--- config.mk ---
export PLATFORM = sky130hd
export DESIGN_NAME = stream_serializer_flat
export DESIGN_NICKNAME = d
export VERILOG_FILES = /design/src/rtl/stream_serializer_if.sv /design/src/rtl/stream_serializer.sv /design/src/flat_wrapper.sv
export SDC_FILE = /design/constraint.sdc
export NUM_CORES = 1
export LEC_CHECK = 0
export ABC_AREA = 1
export ABC_CLOCK_PERIOD_IN_PS = 2500
export CAP_MARGIN = 20
export CORE_MARGIN = 1
export CORE_UTILIZATION = 25
export DETAILED_ROUTE_END_ITERATION = 10
export PLACE_DENSITY = 0.57
export SYNTH_ARGS = -nofsm -noshare
export SYNTH_HDL_FRONTEND = slang
export SYNTH_SLANG_ARGS = --single-unit
--- constraint.sdc ---
create_clock -name clk_i -period 2.5 [get_ports clk_i]
set_input_delay 0.5 -clock clk_i [delete_from_list [all_inputs] [get_ports clk_i]]
set_output_delay 0.5 -clock clk_i [all_outputs]
set_load 0.05 [all_outputs]
--- src/rtl/stream_serializer_if.sv ---
// rtl/stream_serializer_if.sv - beat-in / word-out handshake bundle for stream_serializer
interface stream_serializer_if #(
  parameter int WIDTH = 8,
  parameter int N     = 4
);
  logic               valid_i;
  logic               ready_o;
  logic [N*WIDTH-1:0] data_i;
  logic               valid_o;
  logic               ready_i;
  logic [WIDTH-1:0]   data_o;

  modport slave (
    input  valid_i,
    input  data_i,
    input  ready_i,
    output ready_o,
    output valid_o,
    output data_o
  );

  modport master (
    output valid_i,
    output data_i,
    output ready_i,
    input  ready_o,
    input  valid_o,
    input  data_o
  );
endinterface

--- src/rtl/stream_serializer.sv ---
// rtl/stream_serializer.sv - splits N-lane beats into WIDTH-bit words, lane 0 first; STREAM_SERIALIZER_LAST_EN adds last_o
module stream_serializer #(
  parameter int WIDTH = 8,
  parameter int N     = 4
) (
  input  logic               clk_i,
  input  logic               rst_i,
  input  logic               clr_i,
  stream_serializer_if.slave bus
`ifdef STREAM_SERIALIZER_LAST_EN
  ,
  output logic               last_o
`endif
);

  typedef enum logic {IDLE, BUSY} state_t;

  localparam int            IW       = (N > 1) ? $clog2(N) : 1;
  localparam logic [IW-1:0] LAST_IDX = IW'(N - 1);

  state_t             state;
  logic [IW-1:0]      idx;
  logic [N*WIDTH-1:0] beat_q;
  logic               valid_q;
  logic               at_last;
  logic [WIDTH-1:0]   word;

  assign at_last     = (idx == LAST_IDX);
  // The last word's handshake frees the buffer, so the next beat can load in the same cycle.
  assign bus.ready_o = (state == IDLE) | (at_last & bus.ready_i);
  assign bus.valid_o = valid_q;
  assign bus.data_o  = word;

`ifdef STREAM_SERIALIZER_LAST_EN
  assign last_o = valid_q & at_last;
`endif

  always_comb begin
    word = beat_q[WIDTH-1:0];
    for (int k = 0; k < N; k++) begin
      if (idx == IW'(k)) word = beat_q[k*WIDTH +: WIDTH];
    end
  end

  always_ff @(posedge clk_i) begin
    if (rst_i) begin
      state   <= IDLE;
      idx     <= '0;
      beat_q  <= '0;
      valid_q <= 1'b0;
    end else if (clr_i) begin
      state   <= IDLE;
      idx     <= '0;
      valid_q <= 1'b0;
    end else begin
      case (state)
        IDLE: begin
          if (bus.valid_i) begin
            beat_q  <= bus.data_i;
            idx     <= '0;
            state   <= BUSY;
            valid_q <= 1'b1;
          end
        end
        BUSY: begin
          if (bus.ready_i) begin
            if (!at_last) begin
              idx <= idx + 1'b1;
            end else if (bus.valid_i) begin
              beat_q <= bus.data_i;
              idx    <= '0;
            end else begin
              // Index back to 0 so the idle word is lane 0.
              idx     <= '0;
              state   <= IDLE;
              valid_q <= 1'b0;
            end
          end
        end
        default: begin
          state   <= IDLE;
          idx     <= '0;
          valid_q <= 1'b0;
        end
      endcase
    end
  end

endmodule

--- src/flat_wrapper.sv ---
// flat-port wrapper written by rule: the top's interface ports become plain ports
module stream_serializer_flat 
#(
  parameter int WIDTH = 8,
  parameter int N     = 4
)
  (clk_i, rst_i, clr_i, bus_valid_i, bus_data_i, bus_ready_i, bus_ready_o, bus_valid_o, bus_data_o);
  stream_serializer_if #(.WIDTH(WIDTH), .N(N)) bus_i ();
  input  logic clk_i;
  input  logic rst_i;
  input  logic clr_i;
  input wire logic [$bits(bus_i.valid_i)-1:0] bus_valid_i;
  input wire logic [$bits(bus_i.data_i)-1:0] bus_data_i;
  input wire logic [$bits(bus_i.ready_i)-1:0] bus_ready_i;
  output wire logic [$bits(bus_i.ready_o)-1:0] bus_ready_o;
  output wire logic [$bits(bus_i.valid_o)-1:0] bus_valid_o;
  output wire logic [$bits(bus_i.data_o)-1:0] bus_data_o;
  assign bus_i.valid_i = bus_valid_i;
  assign bus_i.data_i = bus_data_i;
  assign bus_i.ready_i = bus_ready_i;
  assign bus_ready_o = bus_i.ready_o;
  assign bus_valid_o = bus_i.valid_o;
  assign bus_data_o = bus_i.data_o;
  stream_serializer #(.WIDTH(WIDTH), .N(N)) u_core (.clk_i(clk_i), .rst_i(rst_i), .clr_i(clr_i), .bus(bus_i));
endmodule
==> results.toml, run 1 <==
[final_layout]
stdcell_count = 421
design_area_um2 = 2520
nets = 366
utilization_pct = 36.7
antenna_cells = 0
drive_gt1_share_pct = 8.00
syn_to_final_growth_pct = 39.8

[critical_path]
crit_type = "reg2out"
critical_path.max_stage_delay_ns = 0.43
end_kind = "output pin"
cp_data_required_time_ns = 2.00
cpLargestDelayFamily = "flip-flops"
crit_buf_inv = 3
start_kind = "register"
critPathSlowestCell = "dfxtp_1"
path_cells = "inv_1, ha_1, inv_2, o211ai_1, a21oi_1, buf_12"
crit_fanout = 9
crit_arrival_ns = 1.86

[floorplan]
dieArea_um2 = 7570
core_area_um2 = 6870
ioPinCount = 47
start_util_pct = 26.3
die_h_um = 87.0
die_x_um = 87.0
fp-row-count = 30

[clock_tree]
clk_latency_ns = 0.29
hold_buffers = 0
cts_max_level = 2
clockBufferDepth = 2
clkSinkCount = 36
path_clk_slew_ns = 0.07
cts_tree = "yes"
cts-root-buf = "clkbuf_8"
numCtsBuffers = 5

[route]
vias = 1689
ant_nets = 0
viasPerCell = 4.01
post-route-drc-count = 0
dr.pass1.iters = 4
drt_wl_total_um = 4430
drt-initial-drc-count = 86
wire_per_inst_um = 10.5

[sta]
rsz0062_at_grt = "no"
finalCriticalPeriod_ns = 2.36
hold_ws_ns = 0.493
min_period_over_period_pct = 94.6
layout_setup_ws_ns = 0.135
worst_pin_slew_ns = 0.499
maxSlewViolCount = 0
fmax_mhz = 423
setup_viol = 0
finalHoldViolations = 0
slew_headroom_pct = 66.7
finalSetupTns_ns = 0
finClkSkew_ns = 0.00381

[yosys]
yosys.area_share.adder_pct = 2.77
synth-warning-count = 0
muxShareOfSynthArea_pct = 0
synth-simple-area-share_pct = 34.7
yosysSeqAreaShare_pct = 39.9
synth_seq_cells = 36
synthXorXnorAreaFrac_pct = 0
synth.area.top_cells = "dfxtp_1 (40%), nand2_1 (17%), nor2_1 (16%)"
synth_compound_area_share_pct = 9.15
yosysTopAreaCellShare_pct = 39.9
syn_area_um2 = 1810
syn_inst = 283
synth_nets = 324
synth_area_per_cell_um2 = 6.38
yosys.cell_types.count = 17
synth_top_family_by_area = "simple AND/OR/NAND/NOR gates"
yosys.area.top_type = "dfxtp_1"

[grt]
antenna_found_initial = 0
grt_pass1_vias = 1609
grt_pass1_wl_um = 7380
gr-total-overflow = 0
track_usage_pct = 12.7
grt_max_degree = 47

[power]
power_per_cell_area_nw_per_um2 = 557
p_leak_nw = 1.20
ir_drop_uv = 211
power_mw = 1.41

[flow_run]
maxCapViolCount = 0

[place]
gp_congestion = 0.742
post_dp_cell_area_um2 = 2420
dp_slack_ns = 0.348
hpwl_um = 3170
place_inst = 414
io_buffer_count = 46

[min_path]
min_path_type = "reg2reg"

[run_status]
status = "finished clean"
-- cells by family (layout without fill, tap and decap cells) --
family          Yosys count  count (layout)
compound gates           29              29
fa+ha+maj                 4               4
buf+inv                  54              96
flops                    36              36
simple gates            160             160
-- final timing paths --
kind / startpoint / end / slack, ns / cells past startpoint
min reg2reg: u_core.bus.valid_o / u_core.bus.valid_o / 0.49 / 2
max reg2reg: u_core.idx[0] / u_core.beat_q[6] / 0.60 / 7
min: u_core.bus.valid_o / u_core.bus.valid_o / 0.49 / 2
max: u_core.idx[0] / bus_data_o[0] / 0.14 / 6
-- cell usage after synthesis --
| cell type | number |
|---|---|
| a21oi_1 | 19 |
| buf_2 | 1 |
| buf_4 | 4 |
| buf_6 | 3 |
| clkbuf_1 | 5 |
| dfxtp_1 | 36 |
| ha_1 | 4 |
| inv_1 | 40 |
| inv_4 | 1 |
| nand2_1 | 80 |
| nand2_4 | 1 |
| nand3_1 | 1 |
| nand3_4 | 1 |
| nor2_1 | 76 |
| o211ai_1 | 8 |
| o21ai_0 | 2 |
| or2_2 | 1 |
-- flip-flops by register name (all words and copies together) (netlist names) --
signal	cells
u_core.beat_q	32
u_core.idx	2
u_core.bus.valid_o	1
u_core.state	1
-- cell type report --
class / instances / area [µm²]
sequential: 36 / 721
timing repair buffer: 48 / 578
fill: 735 / 4350
inverter: 41 / 156
clock buffer: 7 / 96.3
multi-input combinational: 193 / 852
tap: 96 / 120
-- routing by layer --
layer,track usage [%],part of all wire [%]
met1,17.1,50
met2,19.2,43
met3,3.60,6.0
met4,4.55,1.0
met5,0,0
-- worst reg2reg max path, stage by stage (launching register included) --
cell     delay (ns)
dfxtp_1        0.43
ha_1           0.47
inv_4          0.14
nand2_4        0.10
nand3_4        0.21
buf_12         0.26
nor2_1         0.14
nor2_1         0.05
-- report_power, final --
group,internal [mW],switching (mW),leakage (nW),total [mW]
sequential,0.612,0.0205,0.296,0.633
combinational,0.156,0.168,0.849,0.324
clock,0.245,0.203,0.0503,0.449
total,1.01,0.392,1.20,1.41
-- placed cells by master (no fill, tap or decap) --
master           count
or2_2                1
dfxtp_1             36
clkbuf_8             7
inv_4                1
nand2_1             80
buf_12              10
clkdlybuf4s50_1     37
nand3_1              1
o21ai_0              2
inv_1               39
o211ai_1             8
buf_4                1
a21oi_1             16
a21oi_2              3
inv_2                1
nand2_4              1
ha_1                 4
nand3_4              1
nor2_1              76
-- repair_timing --
item / CTS / global route
endpoints found under the setup margin: 0 / 8
hold endpoints to repair: 0 / 0
setup buffers: 0 / 0
resized for setup: 0 / 4
Power figures use the tool's default switching activity.
==> inputs of run 2 (changes only) <==
--- a/config.mk
+++ b/config.mk
@@ -8,10 +8,10 @@
 export ABC_AREA = 1
 export ABC_CLOCK_PERIOD_IN_PS = 2500
 export CAP_MARGIN = 20
-export CORE_MARGIN = 1
 export CORE_UTILIZATION = 25
 export DETAILED_ROUTE_END_ITERATION = 10
 export PLACE_DENSITY = 0.57
+export SLEW_MARGIN = 30
 export SYNTH_ARGS = -nofsm -noshare
 export SYNTH_HDL_FRONTEND = slang
 export SYNTH_SLANG_ARGS = --single-unit
==> results of run 2 <==
Same layout as run 1: the final DEF is identical, and so are final timing and power.
==> inputs of run 3 (changes only) <==
--- a/config.mk
+++ b/config.mk
@@ -8,10 +8,11 @@
 export ABC_AREA = 1
 export ABC_CLOCK_PERIOD_IN_PS = 2500
 export CAP_MARGIN = 20
+export CORE_MARGIN = 4
 export CORE_UTILIZATION = 25
 export DETAILED_ROUTE_END_ITERATION = 10
 export PLACE_DENSITY = 0.57
-export SLEW_MARGIN = 30
+export SLEW_MARGIN = 20
 export SYNTH_ARGS = -nofsm -noshare
 export SYNTH_HDL_FRONTEND = slang
 export SYNTH_SLANG_ARGS = --single-unit
==> constraint.sdc (replaced) <==
create_clock -name clk_i -period 2.5 [get_ports clk_i]
set_input_delay 0.5 -clock clk_i [delete_from_list [all_inputs] [get_ports clk_i]]
set_output_delay 0.5 -clock clk_i [all_outputs]
set_load 0.1 [all_outputs]
==> run 3 against run 2 <==
Fmax grew 2.8%. Clock power fell by 4.5%. Largest power group unchanged. Critical path type unchanged. Final area increased by 1.3%. Sequential share of layout area decreased by 0.36 points. Core utilization is 0.27 points higher.
==> results.toml, run 3 (synthesis results as in run 1) <==
[power]
swShare_pct = 31.1
netSwitchingPower_mw = 0.451
combPwrFrac_pct = 26.7
seq_power_share_pct = 43.7
p_leak_nw = 1.20
ir_drop_uv = 191
power_per_cell_area_nw_per_um2 = 566
pwr-share-clk_pct = 29.6
p_int_mw = 0.997

[grt]
met3_usage_pct = 3.06
grt_max_degree = 30
grt_pass1_wl_um = 7650
grt_busiest_layer = "met2"
grt_pass1_vias = 1586
track_usage_pct = 11.4
met2_usage_pct = 17.0
gr-total-overflow = 0
antenna_found_initial = 0
met1_usage_pct = 15.9

[critical_path]
r2r_start = "u_core.idx[0]"
crit_fanout = 9
startpoint = "u_core.idx[0]"
start_kind = "register"
crit_type = "reg2out"
reg2reg_slack_ns = 0.74
end_kind = "output pin"
r2r_end = "u_core.beat_q[13]"
cp_data_required_time_ns = 2.00
crit_end = "bus_data_o[7]"
r2r_cells = 9
crit_arrival_ns = 1.80

[final_layout]
syn_to_final_growth_pct = 41.6
nets = 370
final_cell_mix = "nand2_1 (80), nor2_1 (76), inv_1 (39)"
drive_gt1_share_pct = 11.2
regMostFlops = "u_core.beat_q"
stdcell_count = 426
antenna_cells = 0
final_common_cell = "nand2_1"
utilization_pct = 37.0
reg_top3 = "u_core.beat_q: 32 flops, u_core.idx: 2 flops"
design_area_um2 = 2560
largest_reg_flops = 32

[sta]
finalSetupTns_ns = 0
finalCriticalPeriod_ns = 2.30
setup_viol = 0
layout_setup_ws_ns = 0.200
finClkSkew_ns = 0.00784
slew_headroom_pct = 80.5
fmax_mhz = 435
rsz0062_at_grt = "no"
maxSlewViolCount = 0
worst_pin_slew_ns = 0.292
finalHoldViolations = 0
min_period_over_period_pct = 92.0

[clock_tree]
post-cts-setup-buffer-count = 0
hold_buffers = 0
numCtsBuffers = 5
clkSinkCount = 36
clockBufferDepth = 2
cts_tree = "yes"
cts_max_level = 2
path_clk_slew_ns = 0.08
cts-root-buf = "clkbuf_8"
clk_latency_ns = 0.29

[min_path]
min_path_type = "reg2reg"

[run_status]
status = "finished clean"

[place]
hpwl_um = 3530
io_buffer_count = 46
place_inst = 418
post_dp_cell_area_um2 = 2460
dp_slack_ns = 0.283
gp_congestion = 0.734

[route]
drt-initial-drc-count = 85
vias = 1692
post-route-drc-count = 0
ant_nets = 0
viasPerCell = 3.97
dr.pass1.iters = 4
wire_per_inst_um = 11.1
drt_wl_total_um = 4730

[floorplan]
ioPinCount = 47
die_h_um = 93.0
dieArea_um2 = 8650
core_area_um2 = 6910
start_util_pct = 26.1
fp-row-count = 30
die_x_um = 93.0

[flow_run]
maxCapViolCount = 0
run 3: changes by cell type in the layout (fill, tap and decap cells not counted), sizes merged:
| cell | change |
|---|---|
| clkdlybuf4s50 | -1 |
| buf | +5 |
| clkbuf | +1 |
run 3: cell type report:
cell class              count  area [µm²]
inverters                  41         156
multi-input cells         193         876
flip-flops and latches     36         721
fillers                   750        4350
well taps                  96         120
repair buffers             52         593
clock buffers               8        90.1
run 3: stage by stage:
| stage | hold WS (ns) | power [mW] |
|---|---|---|
| 6_report | 0.492 | 1.45 |
| 5_1_grt | 0.521 | 1.52 |
| 4_1_cts | 0.495 | 1.47 |
| 3_5_place_dp | 0.480 | 1.03 |
| 3_3_place_gp | 0.470 | 1.03 |
| 2_1_floorplan | 0.489 | 0.881 |
run 3: how the worst min path moves through the flow:
stage	slack, ns	cells after the start	end	from
after floorplan	0.49	4	u_core.beat_q[0]	u_core.beat_q[0]
after global placement	0.47	2	u_core.bus.valid_o	u_core.bus.valid_o
after detailed placement	0.48	2	u_core.bus.valid_o	u_core.bus.valid_o
after CTS	0.50	2	u_core.bus.valid_o	u_core.bus.valid_o
after global routing	0.52	2	u_core.bus.valid_o	u_core.bus.valid_o
final	0.49	2	u_core.bus.valid_o	u_core.bus.valid_o
run 3: critical path, cell delays in order, from the launching register on:
cell and delay, ns:
dfxtp_1 0.44, inv_1 0.07, ha_2 0.27, inv_2 0.15, o211ai_1 0.16, a21oi_2 0.21, buf_12 0.19
run 3: metal layers:
layer / vias to the layer above / routed length (µm)
met5: - / 0
met1: 719 / 2410
met3: 3 / 242
li1: 932 / -
met4: 0 / 38
met2: 38 / 2040
run 3: power by group through the flow:
stage / Combinational [mW] / Clock, mW / Sequential, mW
2_1_floorplan: 0.236 / 0 / 0.645
3_3_place_gp: 0.387 / 0 / 0.644
3_5_place_dp: 0.389 / 0 / 0.646
4_1_cts: 0.390 / 0.443 / 0.632
5_1_grt: 0.420 / 0.469 / 0.636
6_report: 0.386 / 0.429 / 0.632
run 3: what timing repair did:
item,4_1_cts,5_1_grt
setup endpoints to repair,6,8
hold endpoints to repair,0,0
resized for setup,1,2
